<file path="src/rtl/writeback_block.sv">
// Writeback stage: W pipeline register, 15-entry register file with %rsp reset value,
// sticky halt on a faulting status and a retired-instruction counter.
module writeback_block (
    input  logic        clk,
    input  logic        rst_n,
    input  logic        W_stall,
    input  logic        W_bubble,
    input  logic [2:0]  m_stat,
    input  logic [3:0]  M_Ins_Code,
    input  logic [63:0] M_Value_E,
    input  logic [63:0] m_Value_M,
    input  logic [3:0]  M_dstE,
    input  logic [3:0]  M_dstM,
    input  logic [3:0]  d_srcA,
    input  logic [3:0]  d_srcB,
    output logic [63:0] d_rvalA,
    output logic [63:0] d_rvalB,
    output logic [2:0]  W_stat,
    output logic [3:0]  W_Ins_Code,
    output logic [63:0] W_valE,
    output logic [63:0] W_valM,
    output logic [3:0]  W_dstE,
    output logic [3:0]  W_dstM,
    output logic        halted,
    output logic [63:0] retired_count
);

    localparam logic [3:0]  REG_NONE  = 4'hF;
    localparam logic [2:0]  STAT_AOK  = 3'b000;
    localparam logic [3:0]  ICODE_NOP = 4'h1;
    localparam logic [63:0] RSP_INIT  = 64'd4000;

    logic [2:0]  w_stat_q,  w_stat_d;
    logic [3:0]  w_icode_q, w_icode_d;
    logic [63:0] w_vale_q,  w_vale_d;
    logic [63:0] w_valm_q,  w_valm_d;
    logic [3:0]  w_dste_q,  w_dste_d;
    logic [3:0]  w_dstm_q,  w_dstm_d;
    logic        w_valid_q, w_valid_d;
    logic        halted_q;
    logic [63:0] retired_q;
    logic [63:0] rf_q [15];

    logic retire;
    logic fault;

    // A stalled W holds its instruction, so it may only retire on the edge that releases it.
    assign retire = w_valid_q && (w_stat_q == STAT_AOK) && !halted_q && !W_stall;
    assign fault  = w_valid_q && (w_stat_q != STAT_AOK) && !halted_q;

    always_comb begin
        w_stat_d  = w_stat_q;
        w_icode_d = w_icode_q;
        w_vale_d  = w_vale_q;
        w_valm_d  = w_valm_q;
        w_dste_d  = w_dste_q;
        w_dstm_d  = w_dstm_q;
        w_valid_d = w_valid_q;
        if (!halted_q && !W_stall) begin
            if (W_bubble) begin
                w_stat_d  = STAT_AOK;
                w_icode_d = ICODE_NOP;
                w_dste_d  = REG_NONE;
                w_dstm_d  = REG_NONE;
                w_valid_d = 1'b0;
            end else begin
                w_stat_d  = m_stat;
                w_icode_d = M_Ins_Code;
                w_vale_d  = M_Value_E;
                w_valm_d  = m_Value_M;
                w_dste_d  = M_dstE;
                w_dstm_d  = M_dstM;
                w_valid_d = 1'b1;
            end
        end
    end

    always_ff @(posedge clk or negedge rst_n) begin
        if (!rst_n) begin
            w_stat_q  <= STAT_AOK;
            w_icode_q <= ICODE_NOP;
            w_vale_q  <= 64'd0;
            w_valm_q  <= 64'd0;
            w_dste_q  <= REG_NONE;
            w_dstm_q  <= REG_NONE;
            w_valid_q <= 1'b0;
            halted_q  <= 1'b0;
            retired_q <= 64'd0;
        end else begin
            w_stat_q  <= w_stat_d;
            w_icode_q <= w_icode_d;
            w_vale_q  <= w_vale_d;
            w_valm_q  <= w_valm_d;
            w_dste_q  <= w_dste_d;
            w_dstm_q  <= w_dstm_d;
            w_valid_q <= w_valid_d;
            if (fault) begin
                halted_q <= 1'b1;
            end
            if (retire) begin
                retired_q <= retired_q + 64'd1;
            end
        end
    end

    // valM is written second so it wins when both destinations name the same register.
    always_ff @(posedge clk or negedge rst_n) begin
        if (!rst_n) begin
            for (int i = 0; i < 15; i++) begin
                rf_q[i] <= (i == 4) ? RSP_INIT : 64'd0;
            end
        end else if (retire) begin
            if (w_dste_q != REG_NONE) begin
                rf_q[w_dste_q] <= w_vale_q;
            end
            if (w_dstm_q != REG_NONE) begin
                rf_q[w_dstm_q] <= w_valm_q;
            end
        end
    end

    assign d_rvalA = (d_srcA == REG_NONE) ? 64'd0 : rf_q[d_srcA];
    assign d_rvalB = (d_srcB == REG_NONE) ? 64'd0 : rf_q[d_srcB];

    assign W_stat        = w_stat_q;
    assign W_Ins_Code    = w_icode_q;
    assign W_valE        = w_vale_q;
    assign W_valM        = w_valm_q;
    assign W_dstE        = w_dste_q;
    assign W_dstM        = w_dstm_q;
    assign halted        = halted_q;
    assign retired_count = retired_q;

endmodule

</file>
<file path="config.mk">
export PLATFORM = sky130hd
export DESIGN_NAME = writeback_block
export DESIGN_NICKNAME = d
export VERILOG_FILES = /design/src/rtl/writeback_block.sv
export SDC_FILE = /design/constraint.sdc
export NUM_CORES = 2
export LEC_CHECK = 0
export BUFFER_PORTS_ARGS = -buffer_cell sky130_fd_sc_hd__buf_2
export CAP_MARGIN = 10
export CELL_PAD_IN_SITES_DETAIL_PLACEMENT = 0
export CELL_PAD_IN_SITES_GLOBAL_PLACEMENT = 1
export CORE_MARGIN = 5
export CORE_UTILIZATION = 47
export CTS_CLUSTER_DIAMETER = 200
export CTS_CLUSTER_SIZE = 30
export DETAILED_ROUTE_END_ITERATION = 6
export PLACE_DENSITY_LB_ADDON = 0.1
export SYNTH_ARGS = -nofsm -noshare
export SYNTH_HDL_FRONTEND = slang
export SYNTH_SLANG_ARGS = --single-unit
</file>
<file path="constraint.sdc">
create_clock -name clk -period 3.2 [get_ports clk]
set_clock_uncertainty 0.05 [all_clocks]
set_input_delay 0.64 -clock clk [delete_from_list [all_inputs] [get_ports clk]]
set_output_delay 0.64 -clock clk [all_outputs]
set_load 0.02 [all_outputs]
</file>
==> run_results.csv <==
group,metric,value,unit
clocking,cts_tree,"yes",
power,power_density,753.1,mW/mm^2
finish,final_common_cell,"dfrtp_1",
setup_path,crit_required,2510,ps
placement,placed_area,0.07314,sq mm
synth,synth_edf_count,0,
placement,dp.cells,8491,
synth,ys_async_sr_fraction,100.0,%
route,ant_nets,0,
synth,synth_cell_types,55,
synth,netlist_area,0.06600,sq mm
hold_path,whs_path_depth,2,
synth,syn_avg_cell_area,10.13,sq um
setup_path,r2r_end,"rf_q[802]",
timing,relSlewSlack,24.41,%
setup_path,cp.arrival,2500,ps
clocking,cts_max_level,2,
finish,post_route_cells_drive_above_1_share,23.49,%
synth,synthTopCellsByArea,"dfrtp_1, mux4_2, o22ai_1, a21oi_1, nor2_1",
clocking,clockBufferDepth,3,
route,remaining_drc_errors,4,
synth,yosysTopAreaCellShare,43.75,%
power,power_frac_comb,41.5,%
route,wl_per_cell,35.18,um
finish,final_cell_count_no_fill,8578,
setup_path,end_kind,"output port",
timing,finalSetupViolCount,0,
power,seqPwrFrac,44.6,%
status,violations,"DRC",
global_routing,grt.overflow.total,0,
placement,gp_congestion,0.9245,
setup_path,startpoint,"rf_q[625]",
power,p_sw_share,45.80,%
power,p_leak,32.47,nW
power,clkPwrFrac,13.9,%
die,die_x,384.7,um
clocking,clock-sinks,1169,
die,fp-row-count,137,
finish,nets,6822,
die,dieArea,0.1480,sq mm
global_routing,grt_usage,39.68,%
route,vias,61800,
power,switchingPower,0.02572,W
die,pin_count,491,
die,initial_core_util,47.30,%
timing,period_share,99.58,%
placement,hpwl,177900,um
route,drt_first_iter_violations,9164,
global_routing,grt_start_max_net_pins,101,
clocking,cts_buffers,44,
die,die_h,384.7,um
finish,layout_common_cells,"dfrtp_1, o22ai_1, a21oi_1",
setup_path,r2r_start,"W_dstM[1]",
timing,final_hold_viol_count,0,
synth,syn-num-nets,6674,
flow_run,max_cap_viol_count,0,
timing,rsz0062_at_grt,"yes",
timing,tightest_slew,1134,ps
clocking,clk_latency,720,ps
setup_path,critPathMaxFanout,3,
finish,area_delta_synth_final,13.00,%
synth,synthCells,6518,
finish,fin_util,53.45,%
setup_path,r2r_setup_slack,150,ps
power,p_int,0.03044,W
setup_path,crit_end,"d_rvalA[49]",
timing,drv_slew,0,
synth,ys_ff_latch,1169,
setup_path,reg2reg_depth,6,
synth,yosysWarnings,0,
synth,yosysTopAreaCell,"dfrtp_1",
clocking,clockRootBuffer,"clkbuf_16",
clocking,clk_pin_slew,130,ps
power,ir_worst_vdd,647.4,uV
route,vias_per_cell,7.205,
timing,fin_tns_setup,0,ps
global_routing,grt_pass1_vias,60620,
route,wirelength,301700,um
timing,max_freq,0.3138,GHz
timing,fin_crit,3187,ps
placement,numPortBuffers,490,
global_routing,grt_pass1_wl,433900,um
setup_path,critical_path_class,"flop to output port",
synth,seq_area_frac_synth,44.35,%
setup_path,critPathLaunchType,"flop",
status,status,"complete, but fails checks",
synth,ys.flop_type,"dfrtp_1",
route,drtPass1Iterations,7,
hold_path,min_path_type,"input pin to flop",
global_routing,antenna_found_initial,10,
die,coreArea,0.1395,sq mm
finish,final_area,0.07458,sq mm
## power by group through the flow
stage               registers (W)  logic, W  clock network, W
floorplan                  0.0222    0.0146                 0
global placement           0.0249    0.0224                 0
detailed placement         0.0250    0.0226                 0
CTS                        0.0247    0.0227           0.00787
global route               0.0254    0.0245           0.00832
finish                     0.0251    0.0233           0.00778
## critical path, stage by stage, from the launching register on
cell and delay, ps:
dfrtp_1 420, mux4_2 460, nor2b_1 140, a211oi_1 380, a21oi_1 190, buf_2 210
## sequential cells by signal, summed over array words and instances (netlist names)
register	cells
halted	1
W_valM	64
W_valE	64
rf_q	960
W_stat	3
W_Ins_Code	4
W_dstM	4
retired_count	64
w_valid_q	1
W_dstE	4
## worst min path at each step
stage	slack (ps)	endpoint	startpoint
2_1_floorplan	290	W_Ins_Code[1]	rst_n
3_3_place_gp	410	retired_count[63]	retired_count[63]
3_5_place_dp	420	retired_count[63]	retired_count[63]
4_1_cts	70	W_valM[27]	m_Value_M[27]
5_1_grt	90	W_valE[18]	M_Value_E[18]
6_report	90	W_valE[28]	M_Value_E[28]
## final cells by class
class	count	area, sq um
Sequential cell	1169	29270
Clock buffer	80	1257
Multi-Input combinational cell	4562	34130
Fill cell	12520	64950
Inverter	5	18.77
Antenna cell	2	5.005
Tap cell	1876	2347
Timing Repair Buffer	884	7553
## what timing repair did
| item | in CTS | in global routing |
|---|---|---|
| setup buffers | 2 | 0 |
| cloned | 0 | 2 |
| hold buffers | 1 | 0 |
| hold endpoints to repair | 33 | 0 |
| resized for setup | 2 | 14 |
| endpoints found under the setup margin | 3 | 32 |
## per-layer routing
metal	up-vias	part of all wire [%]	track usage, %	routed length, um
met4	6	5.7	18.85	17300
met2	4769	43	58.50	130900
met5	-	0.012	0	37
met1	31210	38	54.53	115000
met3	1005	13	11.04	38510
li1	24810	-	-	-
## cells in the mapped netlist (all sizes together) (26+ instances only)
cell / instances
dfrtp: 1154
o22ai: 878
a21oi: 832
nor2: 768
clkbuf: 600
mux4: 384
nand2: 270
mux2i: 256
o21ai: 194
buf: 182
nor2b: 136
a211oi: 128
a2bb2oi: 128
mux2: 128
a22o: 93
o2bb2ai: 39
or2: 39
xnor2: 37
nand3: 36
nor3: 31
nand4: 30
a32oi: 29
xor2: 26
## cells by family (layout without fill, tap and decap cells)
group / Yosys count / after routing / synth area share [%]
AO/OA/AOI/OAI: 2344 / 2344 / 21.67
AND/OR/NAND/NOR: 1386 / 1386 / 9.228
flip-flops: 1169 / 1169 / 44.35
buffers and inverters: 787 / 969 / 4.730
multiplexers: 768 / 768 / 19.17
XOR/XNOR: 63 / 63 / 0.8360
adder cells (fa/ha/maj): 1 / 1 / 0.01895
other: 0 / 2 / 0
## stage by stage
step                      power [W]  setup slack, ps  hold slack [ps]
after floorplan             0.03689            65.77            294.4
after global placement      0.04725           -6.156            408.7
after detailed placement    0.04763           -19.72            417.8
after CTS                   0.05528            1.178            71.51
after global routing        0.05822           -4.978            87.41
final                       0.05617            13.41            94.32
(Power assumes the default switching activity.)
